--- config.mk ---
export PLATFORM = sky130hd
export DESIGN_NAME = dpram_port_arb_flat
export DESIGN_NICKNAME = d
export VERILOG_FILES = /design/src/rtl/dpram_port_arb_if.sv /design/src/rtl/dpram_port_arb.sv /design/src/flat_wrapper.sv
export SDC_FILE = /design/constraint.sdc
export NUM_CORES = 1
export LEC_CHECK = 0
export ABC_AREA = 1
export CAP_MARGIN = 10
export CORE_UTILIZATION = 45
export CTS_BUF_LIST = sky130_fd_sc_hd__clkbuf_16
export DETAILED_ROUTE_END_ITERATION = 8
export PLACE_DENSITY = 0.87
export SYNTH_ARGS = -nofsm -noshare
export SYNTH_HDL_FRONTEND = slang
export SYNTH_SLANG_ARGS = --single-unit
--- constraint.sdc ---
create_clock -name clk_i -period 2.1 [get_ports clk_i]
set_input_delay 0.525 -clock clk_i [delete_from_list [all_inputs] [get_ports clk_i]]
set_output_delay 0.525 -clock clk_i [all_outputs]
set_load 0.05 [all_outputs]
--- src/rtl/dpram_port_arb_if.sv ---
// Signal bundle for dpram_port_arb: two requester ports, the shared RAM port and status.
// master = requesters plus RAM (drive requests and ram_q); slave = the arbiter.
interface dpram_port_arb_if #(
  parameter int depth = 8,
  parameter int width = 32
);

  logic             req0_valid;
  logic             req0_we;
  logic [depth-1:0] req0_addr;
  logic [width-1:0] req0_wdata;
  logic             req0_ack;
  logic             req0_rvalid;
  logic [width-1:0] req0_rdata;

  logic             req1_valid;
  logic             req1_we;
  logic [depth-1:0] req1_addr;
  logic [width-1:0] req1_wdata;
  logic             req1_ack;
  logic             req1_rvalid;
  logic [width-1:0] req1_rdata;

  logic             ram_wren;
  logic [depth-1:0] ram_address;
  logic [width-1:0] ram_data;
  logic [width-1:0] ram_q;

  logic             busy;

  modport master (
    output req0_valid, req0_we, req0_addr, req0_wdata,
    input  req0_ack, req0_rvalid, req0_rdata,
    output req1_valid, req1_we, req1_addr, req1_wdata,
    input  req1_ack, req1_rvalid, req1_rdata,
    input  ram_wren, ram_address, ram_data,
    output ram_q,
    input  busy
  );

  modport slave (
    input  req0_valid, req0_we, req0_addr, req0_wdata,
    output req0_ack, req0_rvalid, req0_rdata,
    input  req1_valid, req1_we, req1_addr, req1_wdata,
    output req1_ack, req1_rvalid, req1_rdata,
    output ram_wren, ram_address, ram_data,
    input  ram_q,
    output busy
  );

endinterface

--- src/rtl/dpram_port_arb.sv ---
// Shares one synchronous RAM port between two requesters: ack in N+1, write at end of N+1, read data in N+3.
// Requesters hold valid until ack; define DPRAM_ARB_RR_EN for round-robin on contention, else req0 has fixed priority.
module dpram_port_arb #(
  parameter int depth = 8,
  parameter int width = 32
) (
  input  logic            clk_i,
  input  logic            rst_i,
  dpram_port_arb_if.slave bus
);

  typedef enum logic [1:0] {
    IDLE  = 2'd0,
    ISSUE = 2'd1,
    RDATA = 2'd2
  } state_e;

  typedef struct packed {
    logic             we;
    logic [depth-1:0] addr;
    logic [width-1:0] wdata;
  } acc_t;

  state_e           state_q, state_d;
  logic             ram_wren_q, ram_wren_d;
  logic [depth-1:0] ram_addr_q, ram_addr_d;
  logic [width-1:0] ram_data_q, ram_data_d;
  logic             ack0_q, ack0_d;
  logic             ack1_q, ack1_d;
  logic             rvalid0_q, rvalid0_d;
  logic             rvalid1_q, rvalid1_d;
  logic [width-1:0] rdata0_q, rdata0_d;
  logic [width-1:0] rdata1_q, rdata1_d;
  logic             owner_q, owner_d;

  logic             grant_any;
  logic             grant_sel;
  acc_t             req0_acc, req1_acc, win_acc;

  assign req0_acc  = {bus.req0_we, bus.req0_addr, bus.req0_wdata};
  assign req1_acc  = {bus.req1_we, bus.req1_addr, bus.req1_wdata};
  assign grant_any = bus.req0_valid | bus.req1_valid;
  assign win_acc   = grant_sel ? req1_acc : req0_acc;

`ifdef DPRAM_ARB_RR_EN
  // last_q names the requester granted most recently; it loses the next tie.
  logic last_q, last_d;

  always_comb begin
    grant_sel = bus.req1_valid;
    if (bus.req0_valid && bus.req1_valid) begin
      grant_sel = ~last_q;
    end
  end

  always_comb begin
    last_d = last_q;
    if (state_q == IDLE && grant_any) begin
      last_d = grant_sel;
    end
  end

  always_ff @(posedge clk_i) begin
    if (rst_i) begin
      last_q <= 1'b1;
    end else begin
      last_q <= last_d;
    end
  end
`else
  assign grant_sel = bus.req1_valid & ~bus.req0_valid;
`endif

  always_comb begin
    state_d    = state_q;
    ram_wren_d = ram_wren_q;
    ram_addr_d = ram_addr_q;
    ram_data_d = ram_data_q;
    ack0_d     = 1'b0;
    ack1_d     = 1'b0;
    rvalid0_d  = 1'b0;
    rvalid1_d  = 1'b0;
    rdata0_d   = rdata0_q;
    rdata1_d   = rdata1_q;
    owner_d    = owner_q;

    case (state_q)
      IDLE: begin
        ram_wren_d = 1'b0;
        if (grant_any) begin
          owner_d    = grant_sel;
          ram_addr_d = win_acc.addr;
          ram_data_d = win_acc.wdata;
          ram_wren_d = win_acc.we;
          ack0_d     = ~grant_sel;
          ack1_d     = grant_sel;
          state_d    = ISSUE;
        end
      end
      ISSUE: begin
        // ram_wren_q still carries the accepted access type here.
        ram_wren_d = 1'b0;
        state_d    = ram_wren_q ? IDLE : RDATA;
      end
      RDATA: begin
        ram_wren_d = 1'b0;
        if (owner_q) begin
          rdata1_d  = bus.ram_q;
          rvalid1_d = 1'b1;
        end else begin
          rdata0_d  = bus.ram_q;
          rvalid0_d = 1'b1;
        end
        state_d = IDLE;
      end
      default: begin
        ram_wren_d = 1'b0;
        state_d    = IDLE;
      end
    endcase
  end

  always_ff @(posedge clk_i) begin
    if (rst_i) begin
      state_q    <= IDLE;
      ram_wren_q <= 1'b0;
      ram_addr_q <= '0;
      ram_data_q <= '0;
      ack0_q     <= 1'b0;
      ack1_q     <= 1'b0;
      rvalid0_q  <= 1'b0;
      rvalid1_q  <= 1'b0;
      rdata0_q   <= '0;
      rdata1_q   <= '0;
      owner_q    <= 1'b0;
    end else begin
      state_q    <= state_d;
      ram_wren_q <= ram_wren_d;
      ram_addr_q <= ram_addr_d;
      ram_data_q <= ram_data_d;
      ack0_q     <= ack0_d;
      ack1_q     <= ack1_d;
      rvalid0_q  <= rvalid0_d;
      rvalid1_q  <= rvalid1_d;
      rdata0_q   <= rdata0_d;
      rdata1_q   <= rdata1_d;
      owner_q    <= owner_d;
    end
  end

  assign bus.req0_ack    = ack0_q;
  assign bus.req1_ack    = ack1_q;
  assign bus.req0_rvalid = rvalid0_q;
  assign bus.req1_rvalid = rvalid1_q;
  assign bus.req0_rdata  = rdata0_q;
  assign bus.req1_rdata  = rdata1_q;
  assign bus.ram_wren    = ram_wren_q;
  assign bus.ram_address = ram_addr_q;
  assign bus.ram_data    = ram_data_q;
  assign bus.busy        = (state_q != IDLE);

  a_ack_excl: assert property (@(posedge clk_i) disable iff (rst_i) !(ack0_q && ack1_q));
  a_rvalid_excl: assert property (@(posedge clk_i) disable iff (rst_i) !(rvalid0_q && rvalid1_q));
  a_wren_issue: assert property (@(posedge clk_i) disable iff (rst_i) ram_wren_q |-> (state_q == ISSUE));

endmodule

--- src/flat_wrapper.sv ---
// flat-port wrapper written by rule: the top's interface ports become plain ports
module dpram_port_arb_flat 
#(
  parameter int depth = 8,
  parameter int width = 32
)
  (clk_i, rst_i, bus_req0_valid, bus_req0_we, bus_req0_addr, bus_req0_wdata, bus_req0_ack, bus_req0_rvalid, bus_req0_rdata, bus_req1_valid, bus_req1_we, bus_req1_addr, bus_req1_wdata, bus_req1_ack, bus_req1_rvalid, bus_req1_rdata, bus_ram_wren, bus_ram_address, bus_ram_data, bus_ram_q, bus_busy);
  dpram_port_arb_if #(.depth(depth), .width(width)) bus_i ();
  input  logic clk_i;
  input  logic rst_i;
  input wire logic [$bits(bus_i.req0_valid)-1:0] bus_req0_valid;
  input wire logic [$bits(bus_i.req0_we)-1:0] bus_req0_we;
  input wire logic [$bits(bus_i.req0_addr)-1:0] bus_req0_addr;
  input wire logic [$bits(bus_i.req0_wdata)-1:0] bus_req0_wdata;
  output wire logic [$bits(bus_i.req0_ack)-1:0] bus_req0_ack;
  output wire logic [$bits(bus_i.req0_rvalid)-1:0] bus_req0_rvalid;
  output wire logic [$bits(bus_i.req0_rdata)-1:0] bus_req0_rdata;
  input wire logic [$bits(bus_i.req1_valid)-1:0] bus_req1_valid;
  input wire logic [$bits(bus_i.req1_we)-1:0] bus_req1_we;
  input wire logic [$bits(bus_i.req1_addr)-1:0] bus_req1_addr;
  input wire logic [$bits(bus_i.req1_wdata)-1:0] bus_req1_wdata;
  output wire logic [$bits(bus_i.req1_ack)-1:0] bus_req1_ack;
  output wire logic [$bits(bus_i.req1_rvalid)-1:0] bus_req1_rvalid;
  output wire logic [$bits(bus_i.req1_rdata)-1:0] bus_req1_rdata;
  output wire logic [$bits(bus_i.ram_wren)-1:0] bus_ram_wren;
  output wire logic [$bits(bus_i.ram_address)-1:0] bus_ram_address;
  output wire logic [$bits(bus_i.ram_data)-1:0] bus_ram_data;
  input wire logic [$bits(bus_i.ram_q)-1:0] bus_ram_q;
  output wire logic [$bits(bus_i.busy)-1:0] bus_busy;
  assign bus_i.req0_valid = bus_req0_valid;
  assign bus_i.req0_we = bus_req0_we;
  assign bus_i.req0_addr = bus_req0_addr;
  assign bus_i.req0_wdata = bus_req0_wdata;
  assign bus_req0_ack = bus_i.req0_ack;
  assign bus_req0_rvalid = bus_i.req0_rvalid;
  assign bus_req0_rdata = bus_i.req0_rdata;
  assign bus_i.req1_valid = bus_req1_valid;
  assign bus_i.req1_we = bus_req1_we;
  assign bus_i.req1_addr = bus_req1_addr;
  assign bus_i.req1_wdata = bus_req1_wdata;
  assign bus_req1_ack = bus_i.req1_ack;
  assign bus_req1_rvalid = bus_i.req1_rvalid;
  assign bus_req1_rdata = bus_i.req1_rdata;
  assign bus_ram_wren = bus_i.ram_wren;
  assign bus_ram_address = bus_i.ram_address;
  assign bus_ram_data = bus_i.ram_data;
  assign bus_i.ram_q = bus_ram_q;
  assign bus_busy = bus_i.busy;
  dpram_port_arb #(.depth(depth), .width(width)) u_core (.clk_i(clk_i), .rst_i(rst_i), .bus(bus_i));
endmodule
# Word level (Yosys, flattened, before mapping)

Index checks and enable logic that the tools add are counted.

Flip-flop bits (word level): 112
Latch bits: 0
Bits in writable memories: 0
Bits in read-only memories: 0
Output and inout bits: 110
Word-level logic and storage cells: 35
Memories: 0

Add/sub/neg operators: 0
$mul: 0
Divide/modulo/power cells: 0
$lt $le $gt $ge: 0
Equality and inequality tests: 3
Shift operators: 0
Mux-type cells: 6
Bitwise logic cells: 8
Reduce and logical (&&, ||, !) cells: 7

Operators by type and width:

| cell                                          | count |
|---|---|
| 2-to-1 mux 41 bit                             | 1 |
| inverter 1 bit                                | 6 |
| AND reduction 2 bit                           | 3 |
| 2-to-1 mux 2 bit                              | 2 |
| one-hot mux 2 bit (2 select lines)            | 1 |
| OR reduction 3 bit                            | 1 |
| == test 2 x 1 -> 1 bit, second input constant | 1 |
| == test 2 bit, second input constant          | 1 |
| zero test 2 bit                               | 1 |
| 2-to-1 mux 1 bit                              | 2 |
| != test 2 x 1 -> 1 bit, second input constant | 1 |
| nonzero test 2 bit                            | 1 |
| OR reduction 2 bit                            | 1 |
| bitwise AND 1 bit                             | 1 |
| bitwise OR 1 bit                              | 1 |

# Logic depth before layout (Yosys ltp)

Depth after elaboration: 3
Depth in mapped cells: 8
Gate-level depth less buffers: 6

# Worst setup path before layout

Ideal clock, no wire load.

Path kind: register to output
From: register u_core.state_q[1]
To: output port bus_busy
Arrival: 999 ps
Data required time: 1,575 ps
Slack: 576 ps
Stages on the path, launching flop included: 5
Buffers on the path: 2
Path through: dfxtp_1 -> buf_6 -> nor2_8 -> buf_2 -> inv_1

Cells in the longest elaborated chain, start to end: 1

Ends and longest elaborated chain:

| what                     | line                  | source |
|---|---|---|
| start: declaration       | dpram_port_arb.sv:24  | `state_e state_q, state_d;` |
| start signal: assignment | dpram_port_arb.sv:137 | `state_q <= state_d;` |
| nonzero test 2 bit       | dpram_port_arb.sv:160 | `assign bus.busy = (state_q != IDLE);` |
| end: declaration         | flat_wrapper.sv:29    | `output wire logic [$bits(bus_i.busy)-1:0] bus_busy;` |

Every way passes these cells.

# Final worst setup path

From: register u_core.ram_data_q[6], in the netlist u_core.bus.ram_data[6]
To: output port bus_ram_data[6]

RTL lines:

| what                     | line                  | source |
|---|---|---|
| start: declaration       | dpram_port_arb.sv:27  | `logic [width-1:0] ram_data_q, ram_data_d;` |
| start signal: assignment | dpram_port_arb.sv:140 | `ram_data_q <= ram_data_d;` |
| end: declaration         | flat_wrapper.sv:27    | `output wire logic [$bits(bus_i.ram_data)-1:0] bus_ram_data;` |

No word-level cell between the ends.

==> results by group <==
Outcome
  • Status: finished clean

Placed design
  • I/O Buffers: 227
  • Post-DP HPWL: 10700 um
  • Routability congestion estimate: 0.826

Worst setup path
  • Worst r2r dst: u_core.bus.req1_rdata[3]
  • R2R setup slack: 0.44 ns
  • RR Startpoint: u_core.state_q[0]
  • Critical path launch point type: flop
  • CP Buf/Inv Count: 1
  • FF-to-FF path depth: 5
  • Slowest cell on crit path: clkdlybuf4s50_1
  • Class of the most critical setup path: flop to output port
  • Critical Path Fanout Max: 2
  • Cell family with most CP delay: buffers and inverters
  • Worst Setup End Kind: output port
  • Crit-path cells: clkdlybuf4s50_1
  • Worst EP required: 1.57 ns
  • Max stage delay on crit path: 0.82 ns
  • Arr. time, crit path: 1.53 ns

Logic synthesis
  • Synth area leaders: dfxtp_1, nand2_1, nor2_1
  • Top cell type's share of synthesized area: 43.8%
  • Synthesized instance count: 746
  • Post-Syn Nets: 864
  • Yosys warnings: 0
  • Synthesized area per cell: 6.86 um2
  • Sequential area share after synthesis: 43.8%
  • Mapped Area: 5120 um2
  • Synthesized flop and latch total: 112
  • Post-synth cell types: 23
  • Yosys top cell by area: dfxtp_1

Detailed routing
  • Starting DRC count in detailed routing: 373
  • Final WL: 15000 um
  • Post-route DRC violation count: 0
  • Detailed-route via count: 5412
  • Vias/cell: 4.96
  • DR pass1 iterations: 4
  • Detail Route Antenna Nets: 0
  • DR WL/cell: 13.7 um

Power and ir drop
  • P_leak: 3.19 nW
  • PnR Total Power: 5.52 mW
  • Worst vdd ir: 0.515 mV
  • Switching Fraction: 33.4%
  • Power Density: 715 nW/um2
  • Clk pwr share: 30.4%
  • Part of the power in registers: 42.0%
  • Internal: 3.68 mW
  • Combinational power share: 27.6%
  • Net switching power figure: 1.84 mW

Clocking
  • Setup bufs post-CTS: 0
  • Clk root buf: clkbuf_16
  • Post-cts sizing count: 0
  • TritonCTS clock tree: yes
  • Clock Sinks: 112
  • CTS Buf Count: 9
  • Clock transition at path regs: 0.08 ns
  • Hold Buf Count CTS: 0
  • Worst-Skew Late Latency: 0.35 ns
  • Longest Clk Path Bufs: 2
  • Depth of the CTS H-tree: 3

Finish
  • Syn-to-layout area delta: 50.8%
  • Final Util: 70.3%
  • Final nets: 1065
  • Number of diodes: 0
  • Ratio of cells with drive above 1 in the final layout: 7.35%

Floorplanning
  • Core area: 11000 um2
  • Std-Cell Rows: 38
  • Io pins: 228
  • Starting density of the core: 46.6%
  • Die Area: 11800 um2
  • Die width: 109 um
  • Die Y: 109 um

Worst hold path
  • Min-delay worst type: flop to flop
  • Hold depth: 1
  • Hold_sp: u_core.bus.ram_wren
  • Min-Delay Endpoint: u_core.state_q[1]

Timing
  • Setup TNS: 0 ns
  • Slew @ Worst Pin: 0.765 ns
  • Fin crit period: 2.06 ns
  • Fin crit share: 98.1%
  • Rel. slew slack: 49.0%
  • Fin. Hold Viols: 0
  • RSZ-0062 raised after global routing: false
  • Final setup violation count: 0
  • Max Slew Vio Count: 0
  • Clock Skew: 0.0149 ns
  • Fmax: 486 MHz

Global route
  • Antenna violations before repair: 0
  • GRT Total Usage: 25.5%
  • Total grt overflow: 0
  • Largest net degree at the start of global routing: 67
  • First-pass GRT wire length: 23700 um
  • Vias in the first global route: 4927

Flow run
  • Max Cap Violations: 0
==> Yosys cell counts, drive strengths merged <==
library cell,n
a21oi,65
buf,35
clkbuf,20
clkinv,1
dfxtp,112
inv,88
nand2,181
nand3,85
nand4,32
nor2,125
nor4,1
o21ai,1
==> how the worst max path moves through the flow <==
stage | cells after the start | slack [ns] | endpoint | startpoint
after floorplan | 4 | 0.58 | bus_busy | u_core.state_q[1]
after global placement | 7 | 0.16 | u_core.bus.ram_address[2] | bus_req0_valid
after detailed placement | 7 | 0.10 | u_core.bus.ram_data[17] | bus_req0_valid
after CTS | 1 | 0.04 | bus_ram_data[12] | u_core.bus.ram_data[12]
after global routing | 1 | 0.0007 | bus_req0_rdata[2] | u_core.bus.req0_rdata[2]
final | 1 | 0.04 | bus_ram_data[6] | u_core.bus.ram_data[6]
==> metrics by stage <==
stage | instance area [um2] | setup slack (ns) | hold slack (ns) | instances
5_1_grt | 7720 | 0.000689 | 0.478 | 1092
2_1_floorplan | 5120 | 0.576 | 0.505 | 746
4_1_cts | 7720 | 0.0390 | 0.441 | 1092
6_report | 7720 | 0.0405 | 0.443 | 1092
3_5_place_dp | 7430 | 0.104 | 0.433 | 1076
3_3_place_gp | 7430 | 0.162 | 0.413 | 1076
==> layout by cell type (no fill, tap or decap), types with 2 or more instances in the layout <==
cell	netlist	routed
a21oi_1	47	47
a21oi_2	18	18
buf_12	0	4
buf_4	3	20
clkbuf_16	0	9
clkdlybuf4s50_1	0	220
clkinv_4	0	2
dfxtp_1	112	111
inv_1	83	84
inv_2	3	3
inv_4	2	2
inv_6	0	2
nand2_1	179	179
nand2_2	2	2
nand3_1	83	83
nand3_4	2	2
nand4_1	32	32
nor2_1	123	123
==> layer usage <==
metal  wire (um)  part of all wire [%]  vias to the layer above  GRT usage [%]
met2        7040                    47                      235           43.8
met1        6120                    41                     2425           29.9
met3        1580                    11                       21           8.91
met5           0                     0                        -              0
met4         257                   1.7                        0           7.24
li1            -                     -                     2731              -
==> cells by family (layout without fill, tap and decap cells) <==
| logic type | count (synthesis) | count (layout) | synth area share [%] |
|---|---|---|---|
| AOI/OAI and AO/OA | 66 | 66 | 7.77 |
| buffers and inverters | 144 | 350 | 12.6 |
| and+or+nand+nor | 424 | 424 | 35.8 |
| DFF | 112 | 112 | 43.8 |
==> final cells by class <==
class | instances | area (um2)
clock inverters | 7 | 66.3
repair buffers | 245 | 2440
inverters | 89 | 339
clock buffers | 9 | 225
multi-input cells | 490 | 2230
fillers | 928 | 3260
flip-flops and latches | 112 | 2240
well taps | 140 | 175
==> power by group through the flow <==
stage               Combinational [mW]  Clock, mW  Sequential (mW)
global route                      1.65       1.79             2.33
CTS                               1.53       1.71             2.31
global placement                  1.51          0             2.36
floorplan                        0.513          0             2.77
detailed placement                1.52          0             2.36
finish                            1.52       1.68             2.31
==> sequential cells by signal, summed over array words and instances, names as in the netlist <==
signal,cells
u_core.bus.ram_data,32
u_core.bus.ram_address,8
u_core.bus.req0_ack,1
u_core.bus.req1_rdata,32
u_core.bus.req0_rvalid,1
u_core.bus.req1_ack,1
u_core.bus.req0_rdata,32
u_core.bus.ram_wren,1
u_core.owner_q,1
u_core.state_q,2
u_core.bus.req1_rvalid,1
No activity file was read; power rests on OpenSTA's default activity.
